File: src/rtl/noc_bridge_pkg.sv
// Shared types for the virtual-channel NoC bridge: flit payload, AXIS data/user layout and credit width.
package noc_bridge_pkg;

    localparam int unsigned NumCred_NocBridge = 8;
    localparam int unsigned FlitDataSize      = 32;

    typedef logic [FlitDataSize-1:0] flit_data_t;
    typedef logic [$clog2(NumCred_NocBridge+1)-1:0] bridge_credit_t;

    typedef enum logic {
        ChanResponse = 1'b0,
        ChanRequest  = 1'b1
    } channel_hdr_e;

    typedef struct packed {
        channel_hdr_e data_hdr;
        flit_data_t   data;
    } data_bits_t;

    typedef struct packed {
        logic           data_validity;
        channel_hdr_e   credits_hdr;
        bridge_credit_t credits;
    } user_bits_t;

endpackage

File: src/rtl/noc_bridge_credit_cnt.sv
// Remote-credit counter for one virtual channel: starts full, spends one per flit sent, refilled by remote returns.
module noc_bridge_credit_cnt
    import noc_bridge_pkg::*;
#(
    parameter bridge_credit_t Init = bridge_credit_t'(NumCred_NocBridge)
) (
    input  logic           clk_i,
    input  logic           rst_ni,
    input  logic           dec_i,
    input  logic           inc_valid_i,
    input  bridge_credit_t inc_i,
    output bridge_credit_t cnt_o
);

    bridge_credit_t cnt_q;
    bridge_credit_t inc_amt;
    bridge_credit_t cnt_next;

    // Spend and refill in the same cycle resolve to a single net update.
    always_comb begin
        inc_amt  = inc_valid_i ? inc_i : '0;
        cnt_next = cnt_q + inc_amt - bridge_credit_t'(dec_i);
    end

    always_ff @(posedge clk_i or negedge rst_ni) begin
        if (!rst_ni) begin
            cnt_q <= Init;
        end else begin
            cnt_q <= cnt_next;
        end
    end

    // Overflow or underflow here means the remote bridge broke the credit protocol.
    always @(posedge clk_i) begin
        if (rst_ni) begin
            assert (int'(cnt_q) + int'(inc_amt) <= int'(Init) + int'(dec_i));
            assert (int'(cnt_q) >= int'(dec_i));
        end
    end

    assign cnt_o = cnt_q;

endmodule

File: src/rtl/noc_bridge_vc_tx.sv
// Transmit half of the VC NoC bridge: arbitrates req/rsp flits under remote credits onto one AXIS stream,
// piggybacking credits freed by the local receiver.
module noc_bridge_vc_tx
    import noc_bridge_pkg::*;
#(
    parameter int unsigned NumCred = NumCred_NocBridge
) (
    input  logic                          clk_i,
    input  logic                          rst_ni,
    input  logic                          req_valid_i,
    output logic                          req_ready_o,
    input  flit_data_t                    req_data_i,
    input  logic                          rsp_valid_i,
    output logic                          rsp_ready_o,
    input  flit_data_t                    rsp_data_i,
    input  logic                          cred_ret_req_i,
    input  logic                          cred_ret_rsp_i,
    input  logic                          cred_in_valid_i,
    input  channel_hdr_e                  cred_in_hdr_i,
    input  bridge_credit_t                cred_in_i,
    output logic                          axis_tvalid_o,
    input  logic                          axis_tready_i,
    output logic [$bits(data_bits_t)-1:0] axis_tdata_o,
    output logic [$bits(user_bits_t)-1:0] axis_tuser_o
);

    localparam bridge_credit_t CredInit = bridge_credit_t'(NumCred);

    logic           out_vld_p1;
    data_bits_t     out_data_p1;
    user_bits_t     out_user_p1;
    logic           free;
    logic           favour_rsp;
    logic           elig_req, elig_rsp, grant_req, grant_rsp;
    logic           load_data, load_cred, load;
    bridge_credit_t rem_req, rem_rsp;
    bridge_credit_t pend_req, pend_rsp, pend_req_next, pend_rsp_next;
    bridge_credit_t sent_req, sent_rsp, cred_amt;
    channel_hdr_e   cred_hdr;
    data_bits_t     load_data_bits;
    user_bits_t     load_user_bits;

    assign free = !out_vld_p1 | axis_tready_i;

    always_comb begin
        elig_req    = req_valid_i & (rem_req != '0);
        elig_rsp    = rsp_valid_i & (rem_rsp != '0);
        grant_req   = elig_req & (!elig_rsp | !favour_rsp);
        grant_rsp   = elig_rsp & (!elig_req | favour_rsp);
        req_ready_o = grant_req & free;
        rsp_ready_o = grant_rsp & free;
        load_data   = (grant_req | grant_rsp) & free;
        load_cred   = !(grant_req | grant_rsp) & free & ((pend_req != '0) | (pend_rsp != '0));
        load        = load_data | load_cred;
    end

    // Larger pending count wins the piggyback slot; an empty slot is tagged as response.
    always_comb begin
        cred_hdr = ChanResponse;
        cred_amt = '0;
        if ((pend_req != '0) || (pend_rsp != '0)) begin
            if (pend_req >= pend_rsp) begin
                cred_hdr = ChanRequest;
                cred_amt = pend_req;
            end else begin
                cred_hdr = ChanResponse;
                cred_amt = pend_rsp;
            end
        end
        sent_req      = (load && cred_hdr == ChanRequest)  ? cred_amt : '0;
        sent_rsp      = (load && cred_hdr == ChanResponse) ? cred_amt : '0;
        pend_req_next = pend_req - sent_req + bridge_credit_t'(cred_ret_req_i);
        pend_rsp_next = pend_rsp - sent_rsp + bridge_credit_t'(cred_ret_rsp_i);
    end

    always_comb begin
        load_data_bits.data_hdr      = grant_req ? ChanRequest : ChanResponse;
        load_data_bits.data          = '0;
        if (load_data) begin
            load_data_bits.data      = grant_req ? req_data_i : rsp_data_i;
        end
        load_user_bits.data_validity = load_data;
        load_user_bits.credits_hdr   = cred_hdr;
        load_user_bits.credits       = cred_amt;
    end

    // Output stage: single-entry register, refilled only when empty or draining this cycle.
    always_ff @(posedge clk_i or negedge rst_ni) begin
        if (!rst_ni) begin
            out_vld_p1  <= 1'b0;
            out_data_p1 <= '0;
            out_user_p1 <= '0;
        end else if (load) begin
            out_vld_p1  <= 1'b1;
            out_data_p1 <= load_data_bits;
            out_user_p1 <= load_user_bits;
        end else if (axis_tready_i) begin
            out_vld_p1  <= 1'b0;
        end
    end

    always_ff @(posedge clk_i or negedge rst_ni) begin
        if (!rst_ni) begin
            favour_rsp <= 1'b0;
            pend_req   <= '0;
            pend_rsp   <= '0;
        end else begin
            if (load_data) begin
                favour_rsp <= grant_req;
            end
            pend_req <= pend_req_next;
            pend_rsp <= pend_rsp_next;
        end
    end

    always @(posedge clk_i) begin
        if (rst_ni) begin
            assert (pend_req_next <= CredInit);
            assert (pend_rsp_next <= CredInit);
        end
    end

    noc_bridge_credit_cnt #(.Init(CredInit)) u_cnt_req (
        .clk_i       (clk_i),
        .rst_ni      (rst_ni),
        .dec_i       (load_data & grant_req),
        .inc_valid_i (cred_in_valid_i & (cred_in_hdr_i == ChanRequest)),
        .inc_i       (cred_in_i),
        .cnt_o       (rem_req)
    );

    noc_bridge_credit_cnt #(.Init(CredInit)) u_cnt_rsp (
        .clk_i       (clk_i),
        .rst_ni      (rst_ni),
        .dec_i       (load_data & grant_rsp),
        .inc_valid_i (cred_in_valid_i & (cred_in_hdr_i == ChanResponse)),
        .inc_i       (cred_in_i),
        .cnt_o       (rem_rsp)
    );

    assign axis_tvalid_o = out_vld_p1;
    assign axis_tdata_o  = out_data_p1;
    assign axis_tuser_o  = out_user_p1;

endmodule

File: config.mk
export PLATFORM = sky130hd
export DESIGN_NAME = noc_bridge_vc_tx
export DESIGN_NICKNAME = d
export VERILOG_FILES = /design/src/rtl/noc_bridge_pkg.sv /design/src/rtl/noc_bridge_credit_cnt.sv /design/src/rtl/noc_bridge_vc_tx.sv
export SDC_FILE = /design/constraint.sdc
export NUM_CORES = 1
export LEC_CHECK = 0
export ABC_CLOCK_PERIOD_IN_PS = 7750
export CAP_MARGIN = 20
export CORE_ASPECT_RATIO = 0.6
export CORE_MARGIN = 5
export CORE_UTILIZATION = 45
export DETAILED_ROUTE_END_ITERATION = 8
export GPL_ROUTABILITY_DRIVEN = 0
export PLACE_DENSITY_LB_ADDON = 0.25
export RECOVER_POWER = 100
export SYNTH_ARGS = -nofsm -noshare
export SYNTH_HDL_FRONTEND = slang
export SYNTH_HIERARCHICAL = 1
export SYNTH_SLANG_ARGS = --single-unit
File: constraint.sdc
create_clock -name clk_i -period 7.75 [get_ports clk_i]
set_input_delay 1.55 -clock clk_i [delete_from_list [all_inputs] [get_ports clk_i]]
set_output_delay 1.55 -clock clk_i [all_outputs]
set_load 0.01 [all_outputs]
==> impl_metrics.env, run 1 <==
export IMPL_status="finished, violations left"
export IMPL_violations="max-capacitance violations, max-slew violations"
export IMPL_synth_area_mm2=0.003197
export IMPL_p_sw_uw=615.4
export IMPL_initial_utilization=0.4707
export IMPL_rr_startpoint="u_cnt_rsp/cnt_o[1]"
export IMPL_cp_max_fo=37
export IMPL_drt_iter0_drc=116
export IMPL_yosysMostFrequentCell="dfrtp_1"
export IMPL_first_pass_iters=4
export IMPL_setup_violations=0
export IMPL_drive_above_1_share=0.04784
export IMPL_grt_max_degree=58
export IMPL_holdBufCountCts=0
export IMPL_die_y_um=75.29
export IMPL_fin_util=0.6992
export IMPL_finalSetupTns_ns=0
export IMPL_track_usage=0.1904
export IMPL_synth_async_sr_flop_share=1.000
export IMPL_critical_path_startpoint_type="input port"
export IMPL_clkSinkCount=57
export IMPL_peakVddDrop_uv=167.9
export IMPL_finalCriticalPeriod_ns=5.850
export IMPL_place_ws_ns=2.950
export IMPL_finClkSkew_ns=0.006824
export IMPL_cts_htree_levels=3
export IMPL_synth_warning_count=6
export IMPL_endpoint="pend_rsp[3]"
export IMPL_nets=543
export IMPL_crit_arrival_ns=6.08
export IMPL_cts_buffers=9
export IMPL_avgRoutedWirePerCell_um=15.28
export IMPL_io_buffers=118
export IMPL_holdCritPathClass="flip-flop to flip-flop"
export IMPL_rsz0062_at_grt="no"
export IMPL_drc=0
export IMPL_seqPwrFrac=0.285
export IMPL_slowest_delay_ns=1.21
export IMPL_period_share=0.7548
export IMPL_grt_overflow=0
export IMPL_grt_pass1_wl_um=13330
export IMPL_whs_ns=0.4692
export IMPL_critPathKind="input port to flip-flop"
export IMPL_p_per_area_mw_per_mm2=363.4
export IMPL_syn_num_nets=420
export IMPL_hpwl_um=6354
export IMPL_fill_cells=502
export IMPL_grt_pass1_vias=2802
export IMPL_n_antenna_cell=0
export IMPL_num_vias=2641
export IMPL_internal_power_mw=1.110
export IMPL_row_count=23
export IMPL_seq_area_frac_synth=0.4470
export IMPL_crit_start="rsp_valid_i"
export IMPL_worst_path_max_delay_cell="clkbuf_1"
export IMPL_cap_violations=3
export IMPL_root_buffer="clkbuf_16"
export IMPL_cp_end_kind="flip-flop"
export IMPL_syn_area_per_cell_um2=10.28
export IMPL_die_x_um=118.8
export IMPL_vias_per_cell=5.021
export IMPL_cts_setup_buffers=0
export IMPL_path_cells="dlygate4sd3_1 -> o41a_1 -> nand2b_1 -> o21ai_0 -> clkbuf_1 -> nor2_1 -> nand2_1 -> ha_1 -> ha_1 -> a21o_1 -> a21oi_1 -> xor2_1 -> xnor2_1"
export IMPL_synth_area_leaders="dfrtp_1 43%, mux2i_1 11%, ha_1 11%, nand2_1 6.3%, o21ai_1 3.9%"
export IMPL_ys_top_cells_by_count="55 x dfrtp_1, 54 x nand2_1, 36 x mux2i_1"
export IMPL_synth_top_area_frac=0.4305
export IMPL_p_sw_frac=0.3567
export IMPL_cts_tree="yes"
export IMPL_power_frac_clock=0.237
export IMPL_synth_edf_count=0
export IMPL_combPwrFrac=0.478
export IMPL_synth_top_flop_cell="dfrtp_1"
export IMPL_final_antenna_net_count=0
export IMPL_max_freq_mhz=171.0
export IMPL_slew_headroom=-0.9659
export IMPL_finalPower_mw=1.725
export IMPL_clockBufferDepth=2
export IMPL_synth_distinct_cells=32
export IMPL_yosys_area_top_type="dfrtp_1"
export IMPL_hold_viol_final=0
export IMPL_clock_latency_ns=0.32
export IMPL_cp_common_cell="ha_1"
export IMPL_hp_start="axis_tdata_o[28]"
export IMPL_grt_antenna_before_repair=0
export IMPL_cts_clk_slew_worst_paths_ns=0.05
export IMPL_multiInputGateArea_mm2=0.001572
export IMPL_ys_seq_elements=57
export IMPL_die_area_mm2=0.008945
export IMPL_synthCells=311
export IMPL_syn2layout_area_growth_pct=48.53
export IMPL_worst_slew_pin_slew_ns=2.949
export IMPL_rr_endpoint="pend_rsp[3]"
export IMPL_setup_ws_ns=1.901
export IMPL_r2r_setup_slack_ns=2.95
export IMPL_seq_area_mm2=0.001429
export IMPL_io_pins=119
export IMPL_cts_resized=0
export IMPL_final_max_slew_viol_count=130
export IMPL_r2r_worst_path_cells=12
export IMPL_power_leakage_nw=2.209
export IMPL_cp_required_ns=7.98
export IMPL_totalWireLength_um=8036
export IMPL_coreArea_mm2=0.006792
==> cell usage in the layout, fill, tap and decap left out, drive strengths merged <==
master and instances:
clkdlybuf4s50 73, dfrtp 55, nand2 54, dlygate4sd3 44, o21ai 39, mux2i 36, inv 33, ha 28
clkbuf 14, xnor2 11, nor2 5, a21o 5, a21oi 5, fa 4, nor2b 3, nand2b 3
nor4 3, xor2 3, and2 3, or3 2, nor3 2, clkinvlp 2, bufinv 2, dfstp 2
buf 2, a2111oi 1, o41a 1, o41ai 1, a22o 1, o31ai 1, clkinv 1
==> cell type report <==
| class | count | share of cell area |
|---|---|---|
| clock buffers | 11 | 0.04901 |
| well taps | 87 | 0.02292 |
| multi-input cells | 211 | 0.3310 |
| repair buffers | 122 | 0.2532 |
| flip-flops and latches | 57 | 0.3009 |
| inverters | 33 | 0.02609 |
| clock inverters | 5 | 0.01686 |
==> layer usage <==
layer / share of wire / vias to the layer above / routed length (um) / track usage
li1: - / 1290 / - / -
met3: 0.11 / 10 / 868 / 0.09760
met5: 0 / - / 0 / 0
met1: 0.41 / 1235 / 3325 / 0.2224
met2: 0.47 / 106 / 3766 / 0.3145
met4: 0.0092 / 0 / 74 / 0.05648
==> critical path, delay by kind of cell <==
family	cells	cell delay, ns
buffers and inverters	2	1.75
AND/OR/NAND/NOR	3	0.49
adder cells (fa/ha/maj)	2	0.55
XOR/XNOR	2	0.32
AO/OA/AOI/OAI	4	1.40
==> state kept, by name, indices dropped and copies added, names as in the netlist <==
| register | flops |
|---|---|
| axis_tdata_o | 33 |
| axis_tuser_o | 6 |
| pend_req | 4 |
| pend_rsp | 4 |
| u_cnt_req/cnt_o | 4 |
| u_cnt_rsp/cnt_o | 4 |
| axis_tvalid_o | 1 |
| favour_rsp | 1 |
==> logic make-up after synthesis <==
logic type      after synthesis  synth area share
buf+inv                      43           0.05558
flops                        57            0.4470
simple gates                 75            0.1022
mux                          36            0.1127
fa+ha+maj                    32            0.1346
xor+xnor                     14           0.03836
compound gates               54            0.1096
==> how the worst min path moves through the flow <==
stage / endpoint / depth (start not counted) / slack [ns]
finish: axis_tdata_o[28] / 2 / 0.47
global route: axis_tdata_o[28] / 2 / 0.49
CTS: axis_tdata_o[18] / 2 / 0.48
detailed placement: axis_tdata_o[18] / 2 / 0.47
global placement: axis_tdata_o[29] / 2 / 0.46
floorplan: u_cnt_rsp/cnt_o[0] / 1 / 0.48
==> stage by stage <==
step | instances | instance area, um2
2_1_floorplan | 311 | 3197
3_3_place_gp | 508 | 4443
3_5_place_dp | 508 | 4443
4_1_cts | 524 | 4756
5_1_grt | 526 | 4748
6_report | 526 | 4748
==> power by group through the flow <==
stage / clock (mW) / sequential, mW / combinational (mW)
5_1_grt: 0.431 / 0.506 / 0.928
4_1_cts: 0.417 / 0.493 / 0.857
2_1_floorplan: 0 / 0.501 / 0.548
3_5_place_dp: 0 / 0.496 / 0.847
6_report: 0.410 / 0.491 / 0.825
3_3_place_gp: 0 / 0.495 / 0.802
No activity file was read; power rests on OpenSTA's default activity.
==> run 2: changes to the inputs <==
--- a/config.mk
+++ b/config.mk
@@ -5,11 +5,11 @@
 export SDC_FILE = /design/constraint.sdc
 export NUM_CORES = 1
 export LEC_CHECK = 0
-export ABC_CLOCK_PERIOD_IN_PS = 7750
+export ABC_CLOCK_PERIOD_IN_PS = 5160
 export CAP_MARGIN = 20
 export CORE_ASPECT_RATIO = 0.6
 export CORE_MARGIN = 5
-export CORE_UTILIZATION = 45
+export CORE_UTILIZATION = 40
 export DETAILED_ROUTE_END_ITERATION = 8
 export GPL_ROUTABILITY_DRIVEN = 0
 export PLACE_DENSITY_LB_ADDON = 0.25
==> constraint.sdc (replaced) <==
create_clock -name clk_i -period 5.16 [get_ports clk_i]
set_input_delay 1.032 -clock clk_i [delete_from_list [all_inputs] [get_ports clk_i]]
set_output_delay 1.032 -clock clk_i [all_outputs]
set_load 0.01 [all_outputs]
==> run 2 against run 1 <==
Net effect: the run still ends with max-capacitance violations, max-slew violations left; non-clock buffer count unchanged; core utilization down 9.0 points; worst setup slack worse by 0.60 ns; via count down 2.0%; sequential power up 50%; combinational power up 47%; count of clock-buffer cells in the layout up 1; wire length up 0.98%; power up 47%.
==> impl_metrics.env, run 2 (same netlist as run 1, synthesis figures left out) <==
export IMPL_cts_clk_slew_worst_paths_ns=0.05
export IMPL_cts_htree_levels=3
export IMPL_clockBufferDepth=2
export IMPL_n_antenna_cell=0
export IMPL_holdBufCountCts=0
export IMPL_status="finished, violations left"
export IMPL_final_max_slew_viol_count=85
export IMPL_cts_setup_buffers=0
export IMPL_grt_antenna_before_repair=0
export IMPL_rsz0062_at_grt="no"
export IMPL_most_common_layout_cells="73 x clkdlybuf4s50_1, 55 x dfrtp_1, 54 x nand2_1, 44 x dlygate4sd3_1, 38 x o21ai_0"
export IMPL_num_vias=2589
export IMPL_io_pins=119
export IMPL_die_y_um=79.25
export IMPL_totalWireLength_um=8115
export IMPL_finClkSkew_ns=0.006047
export IMPL_grt_max_degree=44
export IMPL_cts_tree="yes"
export IMPL_row_count=25
export IMPL_drive_above_1_share=0.04795
export IMPL_nets=543
export IMPL_cp_required_ns=5.28
export IMPL_cts_buffers=9
export IMPL_initial_utilization=0.4088
export IMPL_crit_arrival_ns=3.98
export IMPL_io_buffers=118
export IMPL_holdCritPathClass="flip-flop to flip-flop"
export IMPL_setup_ws_ns=1.297
export IMPL_finalCriticalPeriod_ns=3.863
export IMPL_place_area_mm2=0.004477
export IMPL_grt_overflow=0
export IMPL_cts_resized=0
export IMPL_violations="max-capacitance violations, max-slew violations"
export IMPL_slew_headroom=-0.4447
export IMPL_grt_pass1_vias=2794
export IMPL_avgRoutedWirePerCell_um=14.86
export IMPL_period_share=0.7487
export IMPL_coreArea_mm2=0.007820
export IMPL_grt_pass1_wl_um=13660
export IMPL_p_per_area_mw_per_mm2=531.7
export IMPL_worst_slew_pin_slew_ns=2.167
export IMPL_clkSinkCount=57
export IMPL_cp_end_kind="flip-flop"
export IMPL_track_usage=0.1743
export IMPL_cap_violations=2
export IMPL_hold_viol_final=0
export IMPL_die_x_um=125.4
export IMPL_critical_path_startpoint_type="input port"
export IMPL_vias_per_cell=4.742
export IMPL_root_buffer="clkbuf_16"
export IMPL_clock_latency_ns=0.32
export IMPL_hpwl_um=6294
export IMPL_final_antenna_net_count=0
export IMPL_largest_reg_flops=33
export IMPL_cp_max_fo=43
export IMPL_drt_iter0_drc=115
export IMPL_critPathKind="input port to flip-flop"
export IMPL_setup_violations=0
export IMPL_peakVddDrop_uv=221.0
export IMPL_finalSetupTns_ns=0
export IMPL_hold_depth=2
export IMPL_postLayoutCellArea_mm2=0.004761
export IMPL_first_pass_iters=6
export IMPL_r2r_worst_path_cells=5
export IMPL_die_area_mm2=0.009938
export IMPL_syn2layout_area_growth_pct=48.92
export IMPL_drc=0
export IMPL_place_ws_ns=1.487
export IMPL_max_freq_mhz=258.9
export IMPL_final_common_cell="clkdlybuf4s50_1"
export IMPL_power_leakage_nw=2.214
run 2: changes by cell type in the layout (fill, tap and decap cells not counted):
cell and delta:
and2_0 -1, and2_1 +1, buf_2 -1, buf_4 +1
bufinv_16 -1, clkbuf_1 -1, clkbuf_8 +2, clkinv_2 +1
clkinvlp_4 -2
run 2: worst paths after layout:
path                                         start          endpoint  slack, ns
worst min register to register     axis_tdata_o[1]   axis_tdata_o[1]       0.47
worst max-delay path                   rsp_valid_i   axis_tuser_o[0]       1.30
worst max register to register  u_cnt_req/cnt_o[1]   axis_tuser_o[0]       1.85
max in group asynchronous                   rst_ni  axis_tdata_o[14]       1.76
min in group asynchronous                   rst_ni   axis_tdata_o[2]       0.85
worst min-delay path               axis_tdata_o[1]   axis_tdata_o[1]       0.47
run 2: area by class of cell:
class / instances / area (um2)
clock inverters: 3 / 40.04
well taps: 108 / 135.1
clock buffers: 12 / 256.5
fillers: 685 / 3059
repair buffers: 122 / 1205
flip-flops and latches: 57 / 1429
inverters: 33 / 123.9
multi-input cells: 211 / 1572
run 2: worst max-delay path, cell delays in order:
cell and delay, ns:
dlygate4sd3_1 0.55, o41a_1 0.17, nand2b_1 0.21, o21ai_0 0.38, clkbuf_1 1.32, o21ai_0 0.29
run 2: layer usage:
metal,global-route usage,routed length (um)
met1,0.2093,3558
met2,0.2830,3676
met3,0.09207,815
met4,0.03247,65
met5,0,0
run 2: stage by stage:
step,std cells,utilization,power (mW),hold slack (ns)
after CTS,545,0.6104,2.611,0.4793
after detailed placement,530,0.5725,2.005,0.4732
after global placement,530,0.5725,1.947,0.4620
final,546,0.6088,2.531,0.4704
after floorplan,311,-,1.575,0.4798
after global routing,546,0.6088,2.753,0.4976
run 2: power breakdown:
group	internal [mW]	switching [mW]
combinational	0.612	0.596
sequential	0.618	0.118
clock	0.395	0.192
total	1.62	0.906
